--- config.mk ---
export PLATFORM = sky130hd
export DESIGN_NAME = cfu_mac_engine
export DESIGN_NICKNAME = d
export VERILOG_FILES = /design/src/rtl/cfu_pkg.sv /design/src/rtl/cfu_perf_counters.sv /design/src/rtl/cfu_mac_engine.sv
export SDC_FILE = /design/constraint.sdc
export NUM_CORES = 1
export LEC_CHECK = 0
export BUFFER_PORTS_ARGS = -buffer_cell sky130_fd_sc_hd__buf_2
export CORE_ASPECT_RATIO = 0.8
export CORE_MARGIN = 1.5
export CORE_UTILIZATION = 30
export DETAILED_ROUTE_END_ITERATION = 7
export REMOVE_ABC_BUFFERS = 1
export SYNTH_ARGS = -nofsm -noshare
export SYNTH_HDL_FRONTEND = slang
export SYNTH_SLANG_ARGS = --single-unit
--- constraint.sdc ---
create_clock -name i_clk -period 9.15 [get_ports i_clk]
set_clock_uncertainty 0.15 [all_clocks]
set_input_delay 0 -clock i_clk [delete_from_list [all_inputs] [get_ports i_clk]]
set_output_delay 0 -clock i_clk [all_outputs]
set_load 0.1 [all_outputs]
--- src/rtl/cfu_pkg.sv ---
// cfu_pkg: shared encodings for the CFU MAC engine.
// Ops, counter indices, FSM states and RISC-V opcode fields.
package cfu_pkg;

  typedef enum logic [2:0] {
    OP_MAC_CLR  = 3'd0,
    OP_MAC      = 3'd1,
    OP_REQUANT  = 3'd2,
    OP_ACC_READ = 3'd3,
    OP_CNT_READ = 3'd4,
    OP_CNT_CLR  = 3'd5,
    OP_CNT_EN   = 3'd6,
    OP_RSVD     = 3'd7
  } cfu_op_e;

  localparam int NUM_CNT     = 5;
  localparam int CNT_CYCLES  = 0;
  localparam int CNT_RETIRED = 1;
  localparam int CNT_NON_M   = 2;
  localparam int CNT_LDST    = 3;
  localparam int CNT_BUSY    = 4;

  typedef enum logic [1:0] {
    IDLE    = 2'd0,
    COMPUTE = 2'd1,
    RESP    = 2'd2
  } state_e;

  localparam logic [4:0] OPC_LOAD  = 5'b00000;
  localparam logic [4:0] OPC_STORE = 5'b01000;
  localparam logic [4:0] OPC_OP    = 5'b01100;
  localparam logic [6:0] F7_MEXT   = 7'b0000001;

endpackage

--- src/rtl/cfu_perf_counters.sv ---
// cfu_perf_counters: gateable event counter bank.
// Clear beats increment; reads see pre-edge values.
module cfu_perf_counters
  import cfu_pkg::*;
#(
  parameter int WIDTH = 32,
  parameter int CNT_W = 32
) (
  input  logic               i_clk,
  input  logic               i_rst_n,
  input  logic [NUM_CNT-1:0] i_event,
  input  logic               i_clr,
  input  logic               i_en_we,
  input  logic [NUM_CNT-1:0] i_en_mask,
  input  logic [2:0]         i_rd_idx,
  output logic [NUM_CNT-1:0] o_mask,
  output logic [WIDTH-1:0]   o_rd_data
);

  logic [CNT_W-1:0]   cnt_q [NUM_CNT];
  logic [NUM_CNT-1:0] mask_q;

  always_ff @(posedge i_clk or negedge i_rst_n) begin
    if (!i_rst_n) begin
      mask_q <= '1;
      for (int i = 0; i < NUM_CNT; i++) cnt_q[i] <= '0;
    end else begin
      if (i_en_we) mask_q <= i_en_mask;
      for (int i = 0; i < NUM_CNT; i++) begin
        if (i_clr)
          cnt_q[i] <= '0;
        else if (mask_q[i] && i_event[i])
          cnt_q[i] <= cnt_q[i] + CNT_W'(1);
      end
    end
  end

  always_comb begin
    o_rd_data = '0;
    if (i_rd_idx < 3'(NUM_CNT))
      o_rd_data = WIDTH'(cnt_q[i_rd_idx]);
  end

  assign o_mask = mask_q;

endmodule

--- src/rtl/cfu_mac_engine.sv ---
// cfu_mac_engine: packed-SIMD MAC with requantise and perf counters.
// Valid/ready command in, valid/ready response out.
module cfu_mac_engine
  import cfu_pkg::*;
#(
  parameter int WIDTH           = 32,
  parameter int ELEM_W          = 8,
  parameter int LANES_PER_CYCLE = 1,
  parameter int QMIN            = -8,
  parameter int QMAX            = 7,
  parameter int CNT_W           = 32
) (
  input  logic             i_clk,
  input  logic             i_rst_n,
  input  logic             i_cmd_valid,
  output logic             o_cmd_ready,
  input  logic [2:0]       i_cfu_op,
  input  logic [6:0]       i_cfu_funct7,
  input  logic [WIDTH-1:0] i_cfu_rs1,
  input  logic [WIDTH-1:0] i_cfu_rs2,
  output logic             o_rsp_valid,
  input  logic             i_rsp_ready,
  output logic [WIDTH-1:0] o_cfu_rd,
  input  logic             i_ibus_ack,
  input  logic             i_rf_rreq,
  input  logic [31:0]      i_instruction
);

  localparam int N_LANES = WIDTH / ELEM_W;
  localparam int LW      = (N_LANES > 1) ? $clog2(N_LANES) : 1;
  localparam int PW      = 2 * ELEM_W;
  localparam logic [LW-1:0] LANE_LAST = LW'(N_LANES - LANES_PER_CYCLE);
  localparam logic [LW-1:0] LANE_STEP = LW'(LANES_PER_CYCLE);
  localparam logic signed [WIDTH:0] QLO = (WIDTH+1)'(QMIN);
  localparam logic signed [WIDTH:0] QHI = (WIDTH+1)'(QMAX);

  state_e           state_q, state_d;
  logic [WIDTH-1:0] rs1_q, rs2_q;
  logic [WIDTH-1:0] acc_q, acc_d;
  logic [WIDTH-1:0] rd_q, rd_d;
  logic [LW-1:0]    lane_q, lane_d;
  logic             accept;

  logic [NUM_CNT-1:0] ev, mask;
  logic               cnt_clr, en_we;
  logic [WIDTH-1:0]   cnt_rd;
  logic               retired;

  logic signed [ELEM_W-1:0] ea, eb;
  logic signed [PW-1:0]     prod;
  logic [WIDTH-1:0]         lane_sum;

  logic signed [WIDTH:0] rq_sum, rq_t;
  logic [WIDTH-1:0]      rq_res;

  logic unused_bits;
  assign unused_bits = ^{i_instruction[24:7], i_instruction[1:0],
                         i_cfu_funct7[6:1]};

  assign accept      = i_cmd_valid && o_cmd_ready;
  assign o_cmd_ready = i_rst_n && (state_q == IDLE);
  assign o_rsp_valid = (state_q == RESP);
  assign o_cfu_rd    = o_rsp_valid ? rd_q : '0;

  always_comb begin
    lane_sum = '0;
    ea = '0;
    eb = '0;
    prod = '0;
    for (int j = 0; j < LANES_PER_CYCLE; j++) begin
      ea = rs1_q[(int'(lane_q) + j) * ELEM_W +: ELEM_W];
      eb = rs2_q[(int'(lane_q) + j) * ELEM_W +: ELEM_W];
      prod = PW'(ea) * PW'(eb);
      lane_sum = lane_sum + WIDTH'(prod);
    end
  end

  // One extra bit keeps acc + rs1 from overflowing before the shift.
  always_comb begin
    rq_sum = $signed({acc_q[WIDTH-1], acc_q})
           + $signed({i_cfu_rs1[WIDTH-1], i_cfu_rs1});
    rq_t = rq_sum >>> i_cfu_rs2[4:0];
    if (i_cfu_funct7[0] && rq_t < 0) rq_t = '0;
    if (rq_t < QLO) rq_t = QLO;
    if (rq_t > QHI) rq_t = QHI;
    rq_res = rq_t[WIDTH-1:0];
  end

  always_comb begin
    state_d = state_q;
    acc_d   = acc_q;
    rd_d    = rd_q;
    lane_d  = lane_q;
    cnt_clr = 1'b0;
    en_we   = 1'b0;
    unique case (state_q)
      IDLE: begin
        if (accept) begin
          state_d = RESP;
          rd_d    = '0;
          unique case (cfu_op_e'(i_cfu_op))
            OP_MAC_CLR:  acc_d = '0;
            OP_MAC: begin
              state_d = COMPUTE;
              lane_d  = '0;
            end
            OP_REQUANT:  rd_d = rq_res;
            OP_ACC_READ: rd_d = acc_q;
            OP_CNT_READ: rd_d = cnt_rd;
            OP_CNT_CLR:  cnt_clr = 1'b1;
            OP_CNT_EN: begin
              en_we = 1'b1;
              rd_d  = WIDTH'(mask);
            end
            default: rd_d = '0;
          endcase
        end
      end
      COMPUTE: begin
        acc_d  = acc_q + lane_sum;
        lane_d = lane_q + LANE_STEP;
        if (lane_q == LANE_LAST) begin
          state_d = RESP;
          rd_d    = acc_d;
        end
      end
      RESP: begin
        if (i_rsp_ready) state_d = IDLE;
      end
      default: state_d = IDLE;
    endcase
  end

  always_ff @(posedge i_clk or negedge i_rst_n) begin
    if (!i_rst_n) begin
      state_q <= IDLE;
      acc_q   <= '0;
      rd_q    <= '0;
      lane_q  <= '0;
      rs1_q   <= '0;
      rs2_q   <= '0;
    end else begin
      state_q <= state_d;
      acc_q   <= acc_d;
      rd_q    <= rd_d;
      lane_q  <= lane_d;
      if (accept) begin
        rs1_q <= i_cfu_rs1;
        rs2_q <= i_cfu_rs2;
      end
    end
  end

  assign retired = i_ibus_ack && i_rf_rreq;

  always_comb begin
    ev = '0;
    ev[CNT_CYCLES]  = 1'b1;
    ev[CNT_RETIRED] = retired;
    ev[CNT_NON_M]   = retired &&
      !(i_instruction[6:2] == OPC_OP && i_instruction[31:25] == F7_MEXT);
    ev[CNT_LDST]    = retired &&
      (i_instruction[6:2] == OPC_LOAD || i_instruction[6:2] == OPC_STORE);
    ev[CNT_BUSY]    = (state_q != IDLE);
  end

  cfu_perf_counters #(
    .WIDTH (WIDTH),
    .CNT_W (CNT_W)
  ) u_cnt (
    .i_clk     (i_clk),
    .i_rst_n   (i_rst_n),
    .i_event   (ev),
    .i_clr     (cnt_clr),
    .i_en_we   (en_we),
    .i_en_mask (i_cfu_rs1[NUM_CNT-1:0]),
    .i_rd_idx  (i_cfu_rs1[2:0]),
    .o_mask    (mask),
    .o_rd_data (cnt_rd)
  );

endmodule

==> results_dict.tcl, run 1 <==
set metrics [dict create \
    period_needed_ps 8450 \
    first_global_vias 22400 \
    via_per_inst 5.50 \
    synth.ff_latch_count 297 \
    synth_area_um2 24700 \
    status "finished clean" \
    synth_area_per_cell_um2 8.31 \
    portBuffers 119 \
    seq_area_frac_synth_pct 30.1 \
    rsz0062_at_grt "true" \
    cp.required_ps 9500 \
    fmax_mhz 118 \
    gp_congestion 0.986 \
    crit_top_cell "fa_1" \
    synth_top_area_share_pct 29.6 \
    synth_ff_type "dfrtp_1" \
    cap_violations 0 \
    cts_tree "built" \
    syn2layout_area_growth_pct 18.4 \
    ant_nets 0 \
    drive_gt1_share_pct 10.3 \
    cp_slowest_cell "mux4_2" \
    root_buffer "clkbuf_16" \
    worst_setup_path_end_kind "flop" \
    slew_headroom_pct 32.1 \
    clkTransAtPathRegs_ps 70 \
    grt_usage_pct 20.5 \
    layout.nets 3456 \
    dieArea_um2 84100 \
    slowest_delay_ps 630 \
    first_iter_violations 2690 \
    yosys_warnings 0 \
    hp-class "primary input to flop" \
    cts_max_path_buffers 3 \
    grt_overflow_total 0 \
    antenna_found_initial 0 \
    grt_pass1_wl_mm 135 \
    core_area_um2 81000 \
    die_h_um 260 \
    initial_utilization_pct 30.5 \
    grt_max_degree 89 \
    post_drt_wl_per_cell_um 20.3 \
    clock-sinks 297 \
    hold_slack_ps 39.9 \
    ys_types 92 \
    fin_crit_sh_pct 92.3 \
    drv_slew 0 \
    ys_top_cells_by_area "dfrtp_1 30%, nand2_1 7.2%, ha_1 5.0%, mux4_2 5.0%, nor2_1 4.9%" \
    num_vias 23700 \
    cts_made_buffers 31 \
    synthArstFlopShare_pct 100 \
    postSynthCellCount 2974 \
    num_rows 93 \
    chipWidth_um 324 \
    post_cts_buffers 0 \
    worstPathArrival_ps 8790 \
    ios 146 \
    routed_wl_mm 87.4 \
    synth_area_leader_cell "dfrtp_1" \
    dp_hpwl_mm 64.7 \
    critPathLaunchType "flop" \
    firstDrtPassIters 6 \
    final-hold-violation-count 0 \
    finalSetupViolCount 0 \
    num-fill-cells 8449 \
    final_util_pct 36.1 \
    clk_latency_ps 630 \
    r2r_cells 30 \
    hold_depth 6 \
    diodes 0 \
    drc 0 \
    synth-edff-count 0 \
    htree_levels 1 \
    worstPathMaxFanout 16 \
    tightest_slew_ps 1020 \
    critPathKind "flop to flop" \
]
synth_stat cells (17+ instances only):
library cell  number
fa_1              57
a31oi_1           26
a21oi_1          163
nor3_1            63
nand2b_1          20
mux4_2            55
xor2_1           108
o21ai_0          175
o211ai_1          27
a211oi_1          38
or3_1             47
inv_1            104
a221o_1           18
and2_1            84
dfrtp_1          292
nor2_1           325
a21o_1            41
mux2i_1           22
xnor2_1           70
nand2_1          473
and3_1            46
ha_1              99
nand4_1           38
o21a_1            17
nand3_1          100
clkbuf_1         126
a22oi_1           41
worst max-delay path: cells and delay by family (launching register included):
kind	cells	cell delay, ps
adders and majority gates	6	2820
xor gates and xnor gates	2	410
AOI/OAI and AO/OA	14	2830
DFF	1	460
muxes	1	630
buffers and inverters	4	600
and+or+nand+nor	3	400
cell usage in the layout, fill, tap and decap left out, types with 61 or more instances in the layout:
cell type	n
xnor2_1	70
and2_1	84
o21ai_0	175
nand3_1	100
nand2_1	472
a21oi_1	161
nor3_1	61
ha_1	99
buf_2	118
dlygate4sd3_1	167
inv_1	104
nor2_1	323
xor2_1	108
dfrtp_1	292
layer usage:
layer | track usage [%] | routed length (um) | up-vias | part of all wire (%)
met3 | 4.73 | 8580 | 96 | 9.8
met5 | 0 | 0 | - | 0
met4 | 3.69 | 1460 | 0 | 1.7
li1 | - | - | 11100 | -
met2 | 29.6 | 36000 | 946 | 41
met1 | 31.0 | 41300 | 11500 | 47
logic make-up (layout without fill, tap and decap cells):
group / Yosys count / count (layout) / synth area share, %
buffers and inverters: 256 / 494 / 3.97
xor gates and xnor gates: 178 / 178 / 6.31
adders and majority gates: 156 / 156 / 9.63
AOI/OAI and AO/OA: 725 / 725 / 19.8
DFF: 297 / 297 / 30.1
muxes: 90 / 90 / 6.50
and+or+nand+nor: 1272 / 1272 / 23.7
worst paths after layout:
| check | to | slack, ps | start |
|---|---|---|---|
| min reg2reg | rs2_q[0] | 330 | rs2_q[0] |
| min | u_cnt.cnt_q[67] | 40 | i_instruction[30] |
| max reg2reg | rd_q[30] | 700 | lane_q[0] |
| min in group asynchronous | rs2_q[6] | 410 | i_rst_n |
| max | rd_q[30] | 700 | lane_q[0] |
| max in group asynchronous | u_cnt.cnt_q[107] | 6190 | i_rst_n |
flip-flops by register name (all words and copies together), names as in the netlist:
signal and count:
acc_q 32, lane_q 2, rs1_q 32, u_cnt.cnt_q 160
rs2_q 32, state_q 2, rd_q 32, u_cnt.o_mask 5
cell type report:
class	instances	area, um2	area share (%)
sequential	297	7440	25.4
multi-input combinational	2421	16400	55.9
timing repair buffer	330	2640	9.04
inverter	107	402	1.37
clock inverter	9	139	0.475
tap	1092	1370	4.67
clock buffer	48	920	3.14
stage by stage:
| stage | cell area [um2] | instances | TNS [ps] | setup slack (ps) |
|---|---|---|---|---|
| 6_report | 29300 | 4304 | 0 | 702 |
| 5_1_grt | 29300 | 4304 | -9.88 | -9.88 |
| 4_1_cts | 29200 | 4304 | 0 | 629 |
| 3_5_place_dp | 26500 | 4079 | 0 | 669 |
| 3_3_place_gp | 26500 | 4079 | 0 | 759 |
| 2_1_floorplan | 24100 | 2825 | -419990 | -5220 |
repair_timing:
item | in CTS | in global routing
setup endpoints to repair | 0 | 4
hold endpoints to repair | 279 | 0
resized for setup | 0 | 3
hold buffers | 168 | 0
Power of run 1 is not shown: default switching activity piles up to over one toggle a cycle in this logic, so the estimate is an artifact.
==> run 2: changes to the inputs <==
--- a/config.mk
+++ b/config.mk
@@ -6,10 +6,12 @@
 export NUM_CORES = 1
 export LEC_CHECK = 0
 export BUFFER_PORTS_ARGS = -buffer_cell sky130_fd_sc_hd__buf_2
+export CAP_MARGIN = 10
 export CORE_ASPECT_RATIO = 0.8
 export CORE_MARGIN = 1.5
 export CORE_UTILIZATION = 30
 export DETAILED_ROUTE_END_ITERATION = 7
+export PLACE_DENSITY = 0.48
 export REMOVE_ABC_BUFFERS = 1
 export SYNTH_ARGS = -nofsm -noshare
 export SYNTH_HDL_FRONTEND = slang
==> results_dict.tcl, run 2 (synthesis results as in run 1) <==
set metrics [dict create \
    finalSetupViolCount 0 \
    diodes 0 \
    ios 146 \
    clkTransAtPathRegs_ps 70 \
    final-hold-violation-count 0 \
    dieArea_um2 84100 \
    grt_overflow_total 0 \
    clk_latency_ps 590 \
    firstDrtPassIters 6 \
    cts_made_buffers 36 \
    slew_headroom_pct 32.5 \
    drv_slew 0 \
    cp_slowest_cell "mux4_2" \
    hp-class "primary input to flop" \
    worst_setup_path_end_kind "flop" \
    root_buffer "clkbuf_16" \
    critPathLaunchType "flop" \
    final_cells 4228 \
    first_iter_violations 2220 \
    initial_utilization_pct 30.5 \
    post_cts_buffers 0 \
    antenna_found_initial 3 \
    grt_pass1_wl_mm 142 \
    num_rows 93 \
    via_per_inst 5.46 \
    gp_congestion 0.947 \
    seqCellArea_um2 7440 \
    ant_nets 0 \
    worstPathArrival_ps 8850 \
    rsz0062_at_grt "false" \
    multiInputGateArea_um2 16400 \
    cap_violations 0 \
    fmax_mhz 117 \
    syn2layout_area_growth_pct 15.6 \
    fin_crit_sh_pct 93.4 \
    cts_max_path_buffers 3 \
    tightest_slew_ps 1010 \
    layout.nets 3377 \
    num-fill-cells 8637 \
    grt_max_degree 163 \
    final_cell_mix "472 x nand2_1, 323 x nor2_1, 292 x dfrtp_1, 175 x o21ai_0, 161 x a21oi_1" \
    status "finished clean" \
    post_drt_wl_per_cell_um 21.7 \
    drive_gt1_share_pct 10.9 \
    crit_top_cell "fa_1" \
    worstPathMaxFanout 16 \
    cp.required_ps 9460 \
    period_needed_ps 8540 \
    die_h_um 260 \
    critPathKind "flop to flop" \
    core_area_um2 81000 \
    dp.cells 4083 \
    chipWidth_um 324 \
    r2r_setup_slack_ps 610 \
    routed_wl_mm 91.8 \
    dp_hpwl_mm 68.6 \
    htree_levels 2 \
    first_global_vias 22400 \
    cts_tree "built" \
    portBuffers 119 \
    num_vias 23100 \
    grt_usage_pct 21.9 \
    clock-sinks 297 \
    layout_commonest_cell "nand2_1" \
    regMostFlops "u_cnt.cnt_q" \
    drc 0 \
    slowest_delay_ps 630 \
    largest_register_ffs 160 \
]
-- run 2: cell count changes in the layout (fill, tap and decap cells not counted), moves of 3 or more --
cell / before / now
clkbuf_1: 9 / 12
buf_4: 41 / 45
dlygate4sd3_1: 167 / 79
clkbuf_16: 31 / 37
-- run 2: repair_timing --
item	in CTS	in global routing
endpoints found under the setup margin	0	1
endpoints found under the hold margin	147	0
gates resized for setup	0	2
hold buffers	80	0
-- run 2: final timing paths --
path                                  start               to  cells after the start
worst max-delay path              lane_q[0]         rd_q[30]                     31
worst min-delay path            i_cmd_valid         rs1_q[8]                      5
worst max register to register    lane_q[0]         rd_q[30]                     31
worst min register to register    rs2_q[16]        rs2_q[16]                      2
max in group asynchronous           i_rst_n  u_cnt.cnt_q[54]                      6
min in group asynchronous           i_rst_n        rs1_q[20]                      4
-- run 2: per-stage QoR --
stage / area [um2] / TNS (ps) / setup slack, ps / hold slack [ps] / util [%]
final: 28600 / 0 / 605 / 23.1 / 35.3
after global routing: 28600 / 0 / 57.2 / 23.9 / 35.3
after CTS: 28600 / 0 / 466 / 1.90 / 35.3
after detailed placement: 26500 / 0 / 503 / -142 / 32.8
after global placement: 26500 / 0 / 560 / -142 / 32.8
after floorplan: 24100 / -419990 / -5220 / -446 / -
-- run 2: critical path, delay by kind of cell, from the launching register on --
family,cells,cell delay [ps]
xor gates and xnor gates,2,320
adders and majority gates,6,2600
buffers and inverters,4,610
muxes,1,630
and+or+nand+nor,3,400
AOI/OAI and AO/OA,15,3250
DFF,1,450
-- run 2: per-layer routing --
| metal | part of all wire, % | wire length (um) | vias up | GRT usage (%) |
|---|---|---|---|---|
| met5 | 0 | 0 | - | 0 |
| met4 | 2.0 | 1880 | 0 | 5.01 |
| met3 | 7.4 | 6800 | 102 | 4.35 |
| met2 | 41 | 37700 | 733 | 31.2 |
| met1 | 49 | 45400 | 11300 | 33.4 |
| li1 | - | - | 10900 | - |
-- run 2: area by class of cell --
type                       count  area share, %
timing repair buffer         246           6.31
clock buffer                  56           3.74
sequential                   297           26.0
multi-input combinational   2421           57.3
tap                         1092           4.78
inverter                     107           1.41
clock inverter                 9          0.451
Power of run 2 is left out for the same reason.
==> run 3: changes to the inputs <==
--- a/config.mk
+++ b/config.mk
@@ -11,8 +11,10 @@
 export CORE_MARGIN = 1.5
 export CORE_UTILIZATION = 30
 export DETAILED_ROUTE_END_ITERATION = 7
+export GPL_TIMING_DRIVEN = 1
 export PLACE_DENSITY = 0.48
 export REMOVE_ABC_BUFFERS = 1
 export SYNTH_ARGS = -nofsm -noshare
 export SYNTH_HDL_FRONTEND = slang
+export SYNTH_HIERARCHICAL = 1
 export SYNTH_SLANG_ARGS = --single-unit
==> results_dict.tcl, run 3 <==
set metrics [dict create \
    slew_headroom_pct 25.8 \
    synth_area_leader_cell "dfrtp_1" \
    first_global_vias 22600 \
    dieArea_um2 86400 \
    root_buffer "clkbuf_16" \
    tightest_slew_ps 1100 \
    fmax_mhz 118 \
    synth_most_common_cell "nand2_1" \
    dpl-instance-area_um2 27000 \
    antenna_found_initial 2 \
    hold_depth 4 \
    final-hold-violation-count 0 \
    rsz0062_at_grt "false" \
    num_vias 24500 \
    post_drt_wl_per_cell_um 21.0 \
    syn2layout_area_growth_pct 15.7 \
    synth_xor_area_share_pct 3.69 \
    regMostFlops "u_cnt/cnt_q" \
    cp_slowest_cell "mux4_2" \
    synth-compound-area-share_pct 21.5 \
    worst_setup_path_end_kind "flop" \
    critPathLaunchType "flop" \
    via_per_inst 5.60 \
    cts_made_buffers 38 \
    ios 146 \
    cts_tree "built" \
    postSynthCellCount 3114 \
    routed_wl_mm 91.9 \
    synth_area_per_cell_um2 8.15 \
    grt_overflow_total 0 \
    grt_pass1_wl_mm 141 \
    htree_levels 2 \
    portBuffers 119 \
    synthSimpleGateAreaFrac_pct 25.0 \
    synth_area_um2 25400 \
    yosys_warnings 6 \
    ys_types 108 \
    ant_nets 0 \
    clk_latency_ps 570 \
    fin_crit_sh_pct 92.3 \
    firstDrtPassIters 6 \
    layout_commonest_cell "nand2_1" \
    grt_max_degree 173 \
    critPathKind "flop to flop" \
    drive_gt1_share_pct 10.7 \
    grt_usage_pct 20.9 \
    dp_hpwl_mm 68.5 \
    r2r_cells 32 \
    dp.cells 4204 \
    worstPathArrival_ps 8780 \
    first_iter_violations 2591 \
    cts_max_path_buffers 3 \
    chipWidth_um 328 \
    synth-edff-count 0 \
    clock-sinks 297 \
    hp-class "primary input to flop" \
    synth_ff_type "dfrtp_1" \
    ys_top_cells_by_area "dfrtp_1 29%, nand2_1 6.3%, ha_1 4.9%, a21oi_1 4.6%, fa_1 4.5%" \
    synthArstFlopShare_pct 100 \
    final_cell_mix "424 x nand2_1, 292 x dfrtp_1, 256 x nor2_1, 230 x a21oi_1, 134 x o21ai_0" \
    drv_slew 0 \
    synthMuxAreaShare_pct 6.36 \
    final_area_um2 29400 \
    layout.nets 3501 \
    cap_violations 0 \
    largest_register_ffs 160 \
    num_rows 95 \
    seq_area_frac_synth_pct 29.3 \
    core_area_um2 83900 \
    synthTopCellsByCount "425 x nand2_1, 292 x dfrtp_1, 258 x nor2_1" \
    worstPathMaxFanout 16 \
    synth_top_family_by_area "simple AND/OR/NAND/NOR gates" \
    synth.ff_latch_count 297 \
    drc 0 \
    final_cells 4373 \
    crit_top_cell "fa_1" \
    status "finished clean" \
    synthAdderAreaFrac_pct 9.38 \
    gp_congestion 0.907 \
    die_h_um 263 \
    clkTransAtPathRegs_ps 60 \
    initial_utilization_pct 30.2 \
    cp.required_ps 9490 \
    period_needed_ps 8440 \
    synth_top_area_share_pct 28.8 \
    slowest_delay_ps 640 \
    finalSetupViolCount 0 \
]
-- run 3: cell type report --
class | count | area [um2]
multi-input cells | 2510 | 16800
repair buffers | 263 | 1980
clock buffers | 51 | 1100
fillers | 8883 | 54600
flip-flops and latches | 297 | 7440
inverters | 123 | 462
clock inverters | 13 | 169
diodes | 1 | 2.50
well taps | 1115 | 1400
-- run 3: logic make-up after synthesis --
logic type	count (synthesis)
DFF	297
other	1
AOI/OAI and AO/OA	827
buffers and inverters	311
adders and majority gates	156
and+or+nand+nor	1282
xor gates and xnor gates	107
muxes	133
-- run 3: stage by stage --
stage	worst slack (ps)	util, %	hold WS [ps]	setup TNS [ps]
after global routing	61.0	35.0	50.1	0
after global placement	515	32.2	-57.9	0
after detailed placement	498	32.2	-61.5	0
final	708	35.0	29.4	0
after CTS	422	34.9	0.942	0
after floorplan	-3380	-	-446	-474900
-- run 3: what timing repair did --
action                                  4_1_cts  5_1_grt
gates resized for setup                       0        7
buffers inserted                              0        3
hold buffers                                101        0
endpoints found under the setup margin        0       11
hold endpoints to repair                    167        0
-- run 3: critical path: cells and delay by family (launching register included) --
kind / cells / cell delay [ps]
fa+ha+maj: 6 / 2480
compound gates: 16 / 3200
buf+inv: 4 / 480
simple gates: 3 / 570
mux: 1 / 640
xor+xnor: 2 / 390
flops: 1 / 430
-- run 3: worst paths after layout --
kind,from,endpoint,slack (ps)
min in group asynchronous,i_rst_n,u_cnt/o_mask[4],410
worst min register to register,rs2_q[28],rs2_q[28],320
worst max register to register,lane_q[0],rd_q[31],710
max in group asynchronous,i_rst_n,acc_q[31],6320
worst max-delay path,lane_q[0],rd_q[31],710
worst min-delay path,i_cfu_rs2[11],rs2_q[11],30
-- run 3: layer usage --
layer  up-vias  part of all wire (%)  wire [um]  track usage (%)
li1      11600                     -          -                -
met1     11900                    50      46200             33.4
met2       813                    40      37200             28.6
met3        94                   7.2       6580             3.32
met4         2                   2.2       2010             4.97
met5         -                 0.015         14                0
Power of run 3 is left out for the same reason.
